### config.mk
export PLATFORM = sky130hd
export DESIGN_NAME = jump_indicator_consumer
export DESIGN_NICKNAME = d
export VERILOG_FILES = /design/src/rtl/jump_indicator_consumer_pkg.sv /design/src/rtl/jump_clear_instructionbuilder.sv /design/src/rtl/jump_indicator_consumer.sv
export SDC_FILE = /design/constraint.sdc
export NUM_CORES = 1
export LEC_CHECK = 0
export ABC_AREA = 1
export CAP_MARGIN = 20
export CORE_ASPECT_RATIO = 1.4
export CORE_MARGIN = 8
export CORE_UTILIZATION = 49
export CTS_BUF_LIST = sky130_fd_sc_hd__clkbuf_16
export CTS_CLUSTER_DIAMETER = 200
export DETAILED_ROUTE_END_ITERATION = 16
export PLACE_DENSITY = 0.86
export SYNTH_ARGS = -nofsm -noshare
export SYNTH_HDL_FRONTEND = slang
export SYNTH_HIERARCHICAL = 1
export SYNTH_SLANG_ARGS = --single-unit
### constraint.sdc
create_clock -name clock -period 4.7 [get_ports clock]
set_input_delay 0.94 -clock clock [delete_from_list [all_inputs] [get_ports clock]]
set_output_delay 0.94 -clock clock [all_outputs]
set_load 0.01 [all_outputs]
### src/rtl/jump_indicator_consumer_pkg.sv
// Shared constants, FSM encoding and instruction helper for the jump-indicator consumer.
// The only instruction built here is the addi that zeroes the indicator register.
package jump_indicator_consumer_pkg;

  localparam logic [4:0] OPC_ADDI     = 5'd5;
  localparam logic [4:0] REG_ZERO     = 5'd0;
  localparam logic [4:0] REG_JUMP_IND = 5'd29;
  localparam int unsigned IMM_W       = 17;

  typedef enum logic [1:0] {
    ST_IDLE     = 2'b00,
    ST_CLEAR    = 2'b01,
    ST_AIRBORNE = 2'b10
  } jic_state_e;

  // Field order is opcode, destination, source, immediate.
  function automatic logic [31:0] build_addi(input logic [4:0] dst, input logic [4:0] src);
    return {OPC_ADDI, dst, src, {IMM_W{1'b0}}};
  endfunction

endpackage

### src/rtl/jump_clear_instructionbuilder.sv
// Combinational builder of "addi IND_REG,$0,0", the word that zeroes the indicator.
module jump_clear_instructionbuilder
  import jump_indicator_consumer_pkg::*;
(
  input  logic [4:0]  i_ind_reg,
  output logic [31:0] o_instruction
);

  assign o_instruction = build_addi(i_ind_reg, REG_ZERO);

endmodule

### src/rtl/jump_indicator_consumer.sv
// Snoops writebacks to the jump indicator register, pulses a jump, holds an airborne
// window and injects the instruction that clears the indicator again.
module jump_indicator_consumer
  import jump_indicator_consumer_pkg::*;
#(
  parameter logic [4:0]  IND_REG     = REG_JUMP_IND,
  parameter int unsigned HOLD_CYCLES = 1000000,
  parameter int unsigned CNT_W       = 20
) (
  input  logic        clock,
  input  logic        reset_n,
  input  logic        wb_we,
  input  logic [4:0]  wb_rd,
  input  logic [31:0] wb_data,
  input  logic        inj_ready,
  output logic        inj_valid,
  output logic [31:0] inj_instruction,
  output logic        jump_pulse,
  output logic        jump_active
);

  // A zero-length window skips AIRBORNE entirely.
  localparam logic [CNT_W-1:0] LAST_COUNT =
    (HOLD_CYCLES == 0) ? '0 : CNT_W'(HOLD_CYCLES - 1);
  localparam jic_state_e POST_CLEAR = (HOLD_CYCLES == 0) ? ST_IDLE : ST_AIRBORNE;
  localparam logic       POST_CLEAR_ACTIVE = (HOLD_CYCLES != 0);

  logic             w_hit;
  logic             w_accept;
  logic [31:0]      w_clear_word;

  jic_state_e       r_state;
  logic [CNT_W-1:0] r_count;
  logic             r_stale;
  logic             r_inj_valid;
  logic             r_jump_pulse;
  logic             r_jump_active;

  jump_clear_instructionbuilder u_builder (
    .i_ind_reg     (IND_REG),
    .o_instruction (w_clear_word)
  );

  // Zero writes, including our own injected clear, must never look like a key press.
  assign w_hit    = wb_we && (wb_rd == IND_REG) && (wb_data != '0);
  assign w_accept = r_inj_valid && inj_ready;

  always_ff @(posedge clock or negedge reset_n) begin
    if (!reset_n) begin
      r_state       <= ST_IDLE;
      r_count       <= '0;
      r_stale       <= 1'b0;
      r_inj_valid   <= 1'b0;
      r_jump_pulse  <= 1'b0;
      r_jump_active <= 1'b0;
    end else begin
      r_jump_pulse <= 1'b0;
      unique case (r_state)
        ST_IDLE: begin
          if (w_hit) begin
            r_state       <= ST_CLEAR;
            r_stale       <= 1'b0;
            r_inj_valid   <= 1'b1;
            r_jump_pulse  <= 1'b1;
            r_jump_active <= 1'b1;
          end else if (r_stale) begin
            r_state       <= ST_CLEAR;
            r_stale       <= 1'b0;
            r_inj_valid   <= 1'b1;
            r_jump_active <= 1'b1;
          end
        end
        ST_CLEAR: begin
          if (w_hit) begin
            r_stale <= 1'b1;
          end
          if (w_accept) begin
            r_state       <= POST_CLEAR;
            r_count       <= '0;
            r_inj_valid   <= 1'b0;
            r_jump_active <= POST_CLEAR_ACTIVE;
          end
        end
        ST_AIRBORNE: begin
          // Extra presses while airborne only owe a clear, never a second jump.
          if (w_hit) begin
            r_stale <= 1'b1;
          end
          if (r_count >= LAST_COUNT) begin
            r_state       <= ST_IDLE;
            r_jump_active <= 1'b0;
          end else begin
            r_count <= r_count + 1'b1;
          end
        end
        default: begin
          r_state       <= ST_IDLE;
          r_count       <= '0;
          r_inj_valid   <= 1'b0;
          r_jump_active <= 1'b0;
        end
      endcase
    end
  end

  assign inj_valid       = r_inj_valid;
  assign inj_instruction = w_clear_word;
  assign jump_pulse      = r_jump_pulse;
  assign jump_active     = r_jump_active;

endmodule

==> results.toml <==
[setup_path]
crit_path_start_kind = "input pin"
worstPathMaxFanout = 24
crit_path_top_delay_cell = "clkdlybuf4s50_1"
critical_path_class = "input pin to flip-flop"
rr_startpoint = "r_state[0]"
crit_family = "simple AND/OR/NAND/NOR gates"
worst-endpoint-arrival_ns = 2.44
regToRegEndpoint = "r_count[6]"
reg2reg_depth = 8
crit_top_cell = "nand2_1"
worst_setup_path_end_kind = "flip-flop"
crit_path_cell_trace = "clkdlybuf4s50_1 > a21oi_1 > nor2_1 > nand4_4 > nand2_4 > inv_2 > nand2_1 > nand2_1"
rrSetupSlack_ns = 2.81
max_stage_delay_ns = 0.45
crit_buf_inv = 2
worstPathRequired_ns = 4.85

[synthesis]
post_synth_fa_ha_maj_area_fraction_pct = 2.34
synth_compound_area_share_pct = 6.78
synthMuxAreaShare_pct = 0
avgSynthCellArea_sq_um = 7.01
synth_area_sq_mm = 0.00214
synth.distinct_cells = 25
synth-seq-cells = 26
synth_top_family_by_area = "simple AND/OR/NAND/NOR gates"
synthSimpleGateAreaFrac_pct = 36.4
synth-seq-area-share_pct = 30.4
synth-xor-area-share_pct = 5.32
yosysWarnings = 6
syn_inst = 305

[pwr]
intPower_w = 0.000511
power_density_mw_per_mm2 = 324
seq_power_share_pct = 30.5
cellLeakagePower_nw = 1.15
clkPwrFrac_pct = 29.7
switching_share_pct = 38.8
switchingPower_w = 0.000324
power_frac_comb_pct = 39.8
ir_drop_mv = 0.268

[clocking]
htreeDepth = 1
clk_latency_ns = 0.26
cts_tree = "yes"
clockRootBuffer = "clkbuf_16"
path_clk_slew_ns = 0.07
cts_sinks = 26
cts_setup_buffers = 0
post_cts_resized = 0
ctsHoldBuffers = 0
clk_path_buf_depth = 2
numCtsBuffers = 3

[global_routing]
grt_first_pass_wirelength_mm = 8.40
grt_max_degree = 27
antenna_found_initial = 0
grt_use_met1_pct = 14.2
grt_overflow = 0
first_global_vias = 2050
grt_usage_pct = 15.3
busiest_layer = "met2"
grtUsageMet2_pct = 29.0
grt.met3_usage_pct = 5.24

[detailed_routing]
viasPerCell = 5.07
drt_iter0_markers = 90
ant_nets = 0
wl_mm = 5.14
wl_per_cell_um = 13.1
first_pass_iters = 4
drc = 0
num_vias = 1983

[placement]
dp_slack_ns = 2.15
gp_congestion = 0.958
port-buffer-count = 43
dp_hpwl_mm = 4.22

[worst_hold_path]
worst_hold_path_type = "flip-flop to flip-flop"
hold_end = "jump_active"
holdCritStartpoint = "jump_active"
hold_depth = 2

[sta]
setup_viol = 0
finalCritPeriodShare_pct = 48.6
min_period_ns = 2.28
skew_ns = 0.00687
fin_tns_setup_ns = 0
setup_slack_ns = 2.42
maxSlewHeadroom_pct = 62.6
rsz0062_at_grt = "no"
hold_viol_final = 0
maxSlewViolCount = 0
tightest_slew_ns = 0.557
fmax_ghz = 0.438

[floorplanning]
initial_core_util_pct = 50.9
fp.dieH_um = 94.2
die_x_um = 71.8
rows = 28
io-pin-count = 76
dieArea_sq_mm = 0.00677
core_area_sq_mm = 0.00420

[final_layout]
n_antenna_cell = 0
multi_input_area_sq_mm = 0.00121
areaGrowthSynthToFinish_pct = 20.3
layout-drive-gt1-share_pct = 9.54
fill_cells = 388
seq_area_sq_um = 651
nets = 392

[run_status]
status = "finished, final reports clean"

[job]
timing.max_cap.violations = 0
-- per-layer routing --
metal	part of all wire (%)	wire, um	vias to the layer above
met2	51	2600	91
li1	-	-	971
met3	8.7	448	17
met1	37	1910	904
met5	0	0	-
met4	3.5	182	0
-- per-stage QoR --
| stage | hold slack (ns) | total power [W] | util, % | instances | instance area [sq um] |
|---|---|---|---|---|---|
| CTS | 0.483 | 0.000838 | 61.2 | 391 | 2570 |
| global placement | 0.456 | 0.000585 | 58.7 | 387 | 2470 |
| finish | 0.476 | 0.000835 | 61.2 | 391 | 2570 |
| floorplan | 0.467 | 0.000548 | - | 333 | 2240 |
| detailed placement | 0.468 | 0.000590 | 58.7 | 387 | 2470 |
| global route | 0.508 | 0.000889 | 61.2 | 391 | 2570 |
-- registers in the layout (all words and copies together) (netlist names) --
name / count
inj_valid: 1
jump_active: 1
r_state: 2
r_count: 20
jump_pulse: 1
r_stale: 1
-- worst min-delay path: cells and delay by family (launching register included) --
family           cells  cell delay (ns)
and+or+nand+nor      2             0.10
DFF                  1             0.34
-- cell type report --
class	instances	share of cell area, %
inverters	31	4.52
flip-flops and latches	26	25.3
repair buffers	44	17.0
clock buffers	3	2.92
clock inverters	1	1.17
multi-input cells	241	46.9
well taps	45	2.19
-- kinds of logic (layout without fill, tap and decap cells) --
logic type,Yosys count,in the layout
AO/OA/AOI/OAI,20,20
buffers and inverters,66,79
adder cells (fa/ha/maj),4,4
other,4,32
XOR/XNOR,13,13
AND/OR/NAND/NOR,172,172
flip-flops,26,26
-- placed cells by master (no fill, tap or decap) --
master           instances
buf_4                    1
nand3_1                 15
nor3b_1                  1
clkdlybuf4s50_1         43
nor2_1                  46
inv_2                    2
nand4_1                  8
clkbuf_16                3
bufinv_16                1
nand3_2                  2
nand2_4                  1
conb_1                  32
ha_1                     4
inv_1                   27
and2_1                   1
o21ai_0                  5
a21oi_1                  3
nand4_4                  1
nor2_4                   3
nor3_1                   8
clkinv_1                 2
nand2_2                  6
nand2_1                 79
xor2_1                  13
dfrtp_1                 26
o21ai_2                 12
nor2_2                   1
-- synth_stat cells --
master | n | area (sq um)
nor3b_1 | 1 | 7.51
nor2_2 | 1 | 6.26
clkinv_1 | 2 | 7.51
o21ai_0 | 5 | 25.0
o21ai_2 | 12 | 105
nand3_1 | 15 | 75.1
a21oi_1 | 3 | 15.0
inv_2 | 2 | 7.51
and2_1 | 1 | 6.26
nand4_1 | 8 | 50.1
nor3_1 | 8 | 40.0
nand4_4 | 1 | 21.3
nand2_1 | 79 | 297
ha_1 | 4 | 50.1
buf_4 | 33 | 248
xor2_1 | 13 | 114
nor2_4 | 3 | 33.8
buf_6 | 2 | 22.5
inv_1 | 27 | 101
dfrtp_1 | 26 | 651
nand2_2 | 6 | 37.5
nand3_2 | 2 | 20.0
conb_1 | 4 | 15.0
nor2_1 | 46 | 173
nand2_4 | 1 | 11.3
-- worst max-delay path by stage --
stage,depth (start not counted),slack (ns),start,end
2_1_floorplan,7,2.88,inj_ready,r_count[10]
3_3_place_gp,8,2.18,inj_ready,r_count[6]
3_5_place_dp,8,2.15,inj_ready,r_count[9]
4_1_cts,8,2.42,inj_ready,r_count[6]
5_1_grt,8,2.29,inj_ready,r_count[9]
6_report,8,2.42,inj_ready,r_count[6]
-- power groups by stage --
stage | clock, W | sequential [W] | combinational (W)
2_1_floorplan | 0 | 0.000259 | 0.000290
3_5_place_dp | 0 | 0.000259 | 0.000331
6_report | 0.000248 | 0.000255 | 0.000332
5_1_grt | 0.000261 | 0.000256 | 0.000372
4_1_cts | 0.000251 | 0.000255 | 0.000332
3_3_place_gp | 0 | 0.000258 | 0.000327
(Power assumes the default switching activity.)
